## src/rtl/tail_light_ctrl_pkg.sv

```systemverilog
// Shared types and lamp patterns for the tail-light sequencer.
package tail_light_pkg;

  typedef enum logic [3:0] {
    IDLE,
    L1,
    L2,
    L3,
    R1,
    R2,
    R3,
    HAZ_ON,
    DARK
  } state_e;

  localparam logic [2:0] OFF = 3'b000;
  localparam logic [2:0] ONE = 3'b001;
  localparam logic [2:0] TWO = 3'b011;
  localparam logic [2:0] ALL = 3'b111;

endpackage

```

## src/rtl/tail_light_ctrl_prescaler.sv

```systemverilog
// Step-rate prescaler: counts 0..TICK_DIV-1 and flags the last count as tick.
module tick_prescaler #(
  parameter int unsigned TICK_DIV = 4
) (
  input  logic clk,
  input  logic reset,
  input  logic clear,
  output logic tick
);

  localparam logic [7:0] LAST = 8'(TICK_DIV - 1);

  logic [7:0] cnt_q;
  logic [7:0] cnt_d;

  always_comb begin
    cnt_d = cnt_q + 8'd1;
    if (clear || (cnt_q == LAST)) begin
      cnt_d = '0;
    end
  end

  always_ff @(posedge clk or posedge reset) begin
    if (reset) begin
      cnt_q <= '0;
    end else begin
      cnt_q <= cnt_d;
    end
  end

  assign tick = (cnt_q == LAST);

endmodule

```

## src/rtl/tail_light_ctrl.sv

```systemverilog
// Sequential tail-light controller: turn sweeps, hazard flash and brake overlay,
// with lamps registered from the current state and a registered brake sample.
module tail_light_ctrl
  import tail_light_pkg::*;
#(
  parameter int unsigned TICK_DIV = 4
) (
  input  logic       clk,
  input  logic       reset,
  input  logic       left,
  input  logic       right,
  input  logic       hazard,
  input  logic       brake,
  output logic [2:0] lights_l,
  output logic [2:0] lights_r
);

  state_e     state_q;
  state_e     state_d;
  logic       brake_q;
  logic [2:0] lights_l_q;
  logic [2:0] lights_l_d;
  logic [2:0] lights_r_q;
  logic [2:0] lights_r_d;
  logic       tick;
  logic       in_idle;

  // Holding the prescaler clear throughout IDLE restarts step timing on every exit.
  assign in_idle = (state_q == IDLE);

  tick_prescaler #(
    .TICK_DIV(TICK_DIV)
  ) u_prescaler (
    .clk  (clk),
    .reset(reset),
    .clear(in_idle),
    .tick (tick)
  );

  always_comb begin
    state_d = state_q;
    unique case (state_q)
      IDLE: begin
        if (hazard || (left && right)) state_d = HAZ_ON;
        else if (left)                 state_d = L1;
        else if (right)                state_d = R1;
      end
      L1:     if (tick) state_d = hazard ? HAZ_ON : L2;
      L2:     if (tick) state_d = hazard ? HAZ_ON : L3;
      L3:     if (tick) state_d = hazard ? HAZ_ON : DARK;
      R1:     if (tick) state_d = hazard ? HAZ_ON : R2;
      R2:     if (tick) state_d = hazard ? HAZ_ON : R3;
      R3:     if (tick) state_d = hazard ? HAZ_ON : DARK;
      HAZ_ON: if (tick) state_d = DARK;
      DARK:   if (tick) state_d = IDLE;
      default: state_d = IDLE;
    endcase
  end

  // Non-signalling sides default to the brake overlay; IDLE and DARK keep it on both.
  always_comb begin
    lights_l_d = brake_q ? ALL : OFF;
    lights_r_d = brake_q ? ALL : OFF;
    unique case (state_q)
      L1:     lights_l_d = ONE;
      L2:     lights_l_d = TWO;
      L3:     lights_l_d = ALL;
      R1:     lights_r_d = ONE;
      R2:     lights_r_d = TWO;
      R3:     lights_r_d = ALL;
      HAZ_ON: begin
        lights_l_d = ALL;
        lights_r_d = ALL;
      end
      default: ;
    endcase
  end

  always_ff @(posedge clk or posedge reset) begin
    if (reset) begin
      state_q    <= IDLE;
      brake_q    <= 1'b0;
      lights_l_q <= OFF;
      lights_r_q <= OFF;
    end else begin
      state_q    <= state_d;
      brake_q    <= brake;
      lights_l_q <= lights_l_d;
      lights_r_q <= lights_r_d;
    end
  end

  assign lights_l = lights_l_q;
  assign lights_r = lights_r_q;

endmodule

```

## config.mk

```make
export PLATFORM = sky130hd
export DESIGN_NAME = tail_light_ctrl
export DESIGN_NICKNAME = d
export VERILOG_FILES = /design/src/rtl/tail_light_ctrl_pkg.sv /design/src/rtl/tail_light_ctrl_prescaler.sv /design/src/rtl/tail_light_ctrl.sv
export SDC_FILE = /design/constraint.sdc
export NUM_CORES = 1
export LEC_CHECK = 0
export ABC_AREA = 1
export CORE_MARGIN = 2
export CORE_UTILIZATION = 53
export CTS_CLUSTER_SIZE = 24
export DETAILED_ROUTE_END_ITERATION = 12
export GPL_TIMING_DRIVEN = 0
export HOLD_SLACK_MARGIN = 0.08
export PLACE_DENSITY = 0.84
export SLEW_MARGIN = 30
export SYNTH_ARGS = -nofsm -noshare
export SYNTH_HDL_FRONTEND = slang
export SYNTH_SLANG_ARGS = --single-unit
```

## constraint.sdc

```tcl
create_clock -name clk -period 1.7 [get_ports clk]
set_input_delay 0.425 -clock clk [delete_from_list [all_inputs] [get_ports clk]]
set_output_delay 0.425 -clock clk [all_outputs]
set_load 0.01 [all_outputs]
```

======== Word-level counts from Yosys, hierarchy flattened ========
Index checks and enable logic that the tools add are counted.
word-level totals
  bits in registers ....................... 19
  bits in latches ......................... 0
  bits in writable memories ............... 0
  memory bits (read-only) ................. 0
  bits of input ports ..................... 6
  output and inout bits ................... 6
  logic and storage cells ................. 51
  memories kept ........................... 0
operators by class
  $add $sub $neg .......................... 1
  multiply operators ...................... 0
  div/mod/pow operators ................... 0
  magnitude comparators ................... 0
  equality and inequality tests ........... 17
  shifts and indexed selects .............. 0
  multiplexer cells ....................... 20
  bitwise operators ....................... 0
  reduce and logical (&&, ||, !) cells .... 8
operators by type and width
  operator               count
  $mux W4                11
  $pmux W4 S8            1
  $pmux W3 S3            2
  $eq A4 B3 Y1 const B   4
  $ne A2 B2 Y1 const B   6
  $mux W3                3
  $add A8 B1 Y8 const B  1
  $eq A4 B2 Y1 const B   2
  $eq A8 B2 Y1 const B   1
  $mux W8                1
  $reduce_and A8 Y1      1
  $reduce_or A2 Y1       3
  $eq A4 B1 Y1 const B   1
  $eq A4 B4 Y1 const B   1
  $logic_not A4 Y1       1
  $ne A4 B4 Y1 const B   1
  $logic_or A1 B1 Y1     2
  $mux W2                1
  $ne A2 B1 Y1 const B   1
  $logic_and A1 B1 Y1    1
  $mux W1                1

======== Depth between registers and ports, before layout ========
  depth after elaboration ................. 4
  mapped depth ............................ 9
  depth with buffers taken out ............ 9

======== Cells and area by module ========
From an unflattened synthesis, not the netlist that was laid out.
second synthesis, totals
  cells, all modules ...................... 153
  area, all modules ....................... 1156.1 µm²
modules (own cells, without submodules)
  module           times used  cells an instance  area an instance (µm²)  sequential area each (µm²)
  tail_light_ctrl  1           93                 698.2                   275.3
  tick_prescaler   1           60                 457.9                   200.2

======== Worst setup path after synthesis ========
Ideal clock, no wire load.
  path type ............................... register -> register
  from .................................... register u_prescaler.cnt_q[0]
  to ...................................... register state_q[0]
  setup time .............................. 116 ps
  arrival time ............................ 1087 ps
  data required time ...................... 1584 ps
  slack ................................... 497 ps
  stages on the path, launching flop included .. 10
  buffers on the path ..................... 0
  period minus slack after synthesis ...... 1203 ps
  cells stage by stage .................... dfrtp_1 ha_1 nand2_1 nor2_1 nand2_1 nand3_2 nand2_4 inv_2 nand2_1 nand2_1
on the way
  word-level cells in the longest chain between the ends .. 3
  elaborated cells on any way between the ends .. 9
  classes of those cells .................. 8 x eq/ne; 1 x reduce/logical
RTL lines
  what                                                           line                             source
  from (decl)                                                    tail_light_ctrl_prescaler.sv:13  logic [7:0] cnt_q;
  from (signal assigned)                                         tail_light_ctrl_prescaler.sv:27  cnt_q <= cnt_d;
  $eq A8 B2 Y1 (*)                                               tail_light_ctrl_prescaler.sv:31  assign tick = (cnt_q == LAST);
  $ne A2 B2 Y1 (no line) / $ne A2 B1 Y1 (equally long branches)  n/a
  $reduce_and A8 Y1 (no line) (*)                                n/a
  to (signal assigned)                                           tail_light_ctrl.sv:86            state_q <= state_d;
  to (decl)                                                      tail_light_ctrl.sv:18            state_e state_q;
Mark *: on every way between the ends. The rest lies on a longest branch, timed or not.
A chain may end at the register's enable or synchronous reset.

======== Worst setup path after layout ========
  from .................................... register lights_r_q[2], in the netlist lights_r[2]
  to ...................................... output lights_r[2]
RTL lines
  what                    line                   source
  from (decl)             tail_light_ctrl.sv:23  logic [2:0] lights_r_q;
  from (signal assigned)  tail_light_ctrl.sv:89  lights_r_q <= lights_r_d;
  to (decl)               tail_light_ctrl.sv:15  output logic [2:0] lights_r
No word-level cell between the ends.

==> flow_summary_export.csv <==
group,metric,value,unit
worst_setup_path,end_kind,"output pin",
grt,grt_pass1_wl,3110,µm
worst_setup_path,startpoint,"lights_r[2]",
power,power_density,1810,nW/µm²
job,drv_cap,0,
clocking,cts_root_buf,"clkbuf_4",
timing,period_needed,1.61,ns
worst_setup_path,crit_required,1.27,ns
timing,final-max-slew-violation-count,0,
worst_setup_path,cp-endpoint,"lights_r[2]",
grt,grt_pass1_vias,777,
grt,antenna_found_initial,0,
worst_setup_path,path_depth,1,
worst_setup_path,r2r_end,"state_q[2]",
status,status,"finished, final reports clean",
cells_and_area,layout.cells.non_filler,170,
clocking,clkTransAtPathRegs,0.11,ns
clocking,cts_tree,"done",
worst_setup_path,crit_slowest_cell,"clkdlybuf4s50_1",
synthesis,syn_area_per_cell,7.76,µm²
timing,finalCritPeriodShare,94.6,%
clocking,clock_sinks,19,
detailed_routing,viasPerCell,4.95,
cells_and_area,final_nets,153,
cells_and_area,layout_common_cells,"nand2_1 (31), inv_1 (19), dfrtp_1 (19)",
worst_setup_path,max_stage_delay,0.53,ns
detailed_routing,drt_first_pass_iters,4,
cells_and_area,fillCellCount,147,
grt,grt_max_degree,20,
synthesis,synth_cell_types,23,
synthesis,synth_warnings,0,
worst_setup_path,startpoint_type,"flop",
clocking,cts_buffer_depth,2,
synthesis,ys_ff_latch,19,
grt,grt.total_usage,19.5,%
worst_setup_path,crit_arrival,1.18,ns
cells_and_area,syn_to_final_growth,17.0,%
worst_setup_path,worstSetupPathType,"flop to output pin",
synthesis,netlist_instances,130,
detailed_routing,vias,842,
floorplanning,dieArea,2270,µm²
detailed_routing,first_iter_violations,23,
clocking,postCtsSetupBuffers,0,
timing,hold_viol,0,
cells_and_area,final_common_cell,"nand2_1",
power,ir_drop,1.14,mV
power,leakagePower,0.607,nW
worst_setup_path,cp_top_family,"buffers and inverters",
worst_setup_path,r2r_setup_slack,0.36,ns
clocking,postCtsHoldBufs,0,
synthesis,synth.yosys.seq_area_share,47.1,%
synthesis,syn_nets,137,
detailed_routing,totalWireLength,1820,µm
cells_and_area,antenna_cells,0,
worst_setup_path,crit_chain,"clkdlybuf4s50_1",
floorplanning,start_util,57.2,%
worst_setup_path,critPathMaxFanout,1,
clocking,h-tree-depth,1,
timing,setup_viol,0,
place,place.gp.congestion,0.885,
cells_and_area,fin_util,66.9,%
synthesis,mappedNetlistArea,1010,µm²
timing,rsz0062_at_grt,"false",
place,place_hpwl,1400,µm
worst_setup_path,reg2reg_from,"u_prescaler.cnt_q[0]",
clocking,cts_resized,0,
floorplanning,die_w,47.6,µm
detailed_routing,drc,0,
floorplanning,dieHeight,47.6,µm
worst_setup_path,r2r.worst_path.cells,9,
worst_setup_path,crit_buf_inv,1,
cells_and_area,seqCellArea,475,µm²
cells_and_area,multi_input_area,443,µm²
floorplanning,pin_count,12,
clocking,cts_inserted_buffers,3,
floorplanning,rows,15,
min_path,min_path_type,"flop to flop",
detailed_routing,avgRoutedWirePerCell,10.7,µm
place,portBuffers,11,
timing,clock_skew,0.00262,ns
timing,tightest_slew,0.689,ns
place,placed_cells,166,
floorplanning,fp.coreArea,1760,µm²
grt,overflow,0,
timing,slew_headroom,54.0,%
timing,fmax,622,MHz
detailed_routing,antenna_left,0,
cells_and_area,drive_gt1_share,13.8,%
clocking,clock_latency,0.30,ns
==> worst min path at each step <==
stage / startpoint / endpoint / slack, ns / cells past startpoint
global route: u_prescaler.cnt_q[0] / u_prescaler.cnt_q[0] / 0.51 / 1
global placement: u_prescaler.cnt_q[0] / u_prescaler.cnt_q[0] / 0.45 / 1
finish: u_prescaler.cnt_q[0] / u_prescaler.cnt_q[0] / 0.47 / 1
detailed placement: u_prescaler.cnt_q[0] / u_prescaler.cnt_q[0] / 0.46 / 1
CTS: u_prescaler.cnt_q[0] / u_prescaler.cnt_q[0] / 0.48 / 1
floorplan: reset / brake_q / 0.38 / 1
==> routing by layer <==
| metal | up-vias | wire (µm) | GRT usage [%] |
|---|---|---|---|
| met4 | 0 | 19 | 4.86 |
| met3 | 4 | 88 | 3.40 |
| li1 | 430 | - | - |
| met1 | 389 | 793 | 25.0 |
| met5 | - | 0 | 0 |
| met2 | 19 | 916 | 34.3 |
==> layout make-up <==
cell class | count | area share (%)
Sequential cell | 19 | 40.3
Clock inverter | 1 | 0.636
Inverter | 24 | 7.64
Clock buffer | 3 | 1.91
Multi-Input combinational cell | 87 | 37.5
Tap cell | 25 | 2.65
Timing Repair Buffer | 11 | 9.33
==> cell families (layout without fill, tap and decap cells) <==
group,after synthesis,after routing,share of synthesized area [%]
buffers and inverters,24,39,8.93
adder cells (fa/ha/maj),1,1,1.24
AO/OA/AOI/OAI,9,9,4.96
XOR/XNOR,2,2,1.74
AND/OR/NAND/NOR,75,75,36.0
flip-flops,19,19,47.1
==> state kept, by name, summed over array words and instances (netlist names) <==
name	cells
u_prescaler.cnt_q	8
state_q	4
lights_l	3
lights_r	3
brake_q	1
==> power by group <==
group          internal (mW)  switching [mW]  total, mW  leakage [nW]
registers              0.617           0.134      0.751         0.237
clock network         0.0896           0.144      0.234        0.0139
logic                  0.452           0.696       1.15         0.356
==> cell usage after synthesis <==
cell	instances	area, µm²
nand3_2	2	20.0
nand3_1	6	30.0
nor2_4	2	22.5
nand2_4	1	11.3
nand2_1	31	116
nand2_2	7	43.8
clkinv_1	1	3.75
nor2_1	16	60.1
nor3_1	4	20.0
o21ai_0	2	10.0
o21a_1	1	7.51
or2_1	2	12.5
inv_1	19	71.3
dfrtp_1	19	475
xor2_1	2	17.5
nor4_1	1	6.26
o21ai_1	1	5.00
nor3b_1	1	7.51
ha_1	1	12.5
nand4_1	2	12.5
o211ai_1	1	7.51
inv_2	4	15.0
a21oi_1	4	20.0
==> per-stage QoR <==
| step | setup WS, ns | hold WS (ns) | instance area, µm² | total power [mW] | setup TNS, ns |
|---|---|---|---|---|---|
| global placement | 0.0304 | 0.445 | 1150 | 1.86 | 0 |
| detailed placement | -0.00483 | 0.461 | 1150 | 1.91 | -0.00483 |
| global route | 0.0378 | 0.511 | 1180 | 2.34 | 0 |
| CTS | 0.0779 | 0.478 | 1180 | 2.15 | 0 |
| floorplan | 0.497 | 0.376 | 1010 | 1.57 | 0 |
| finish | 0.0914 | 0.475 | 1180 | 2.13 | 0 |
Power figures use the tool's default switching activity.
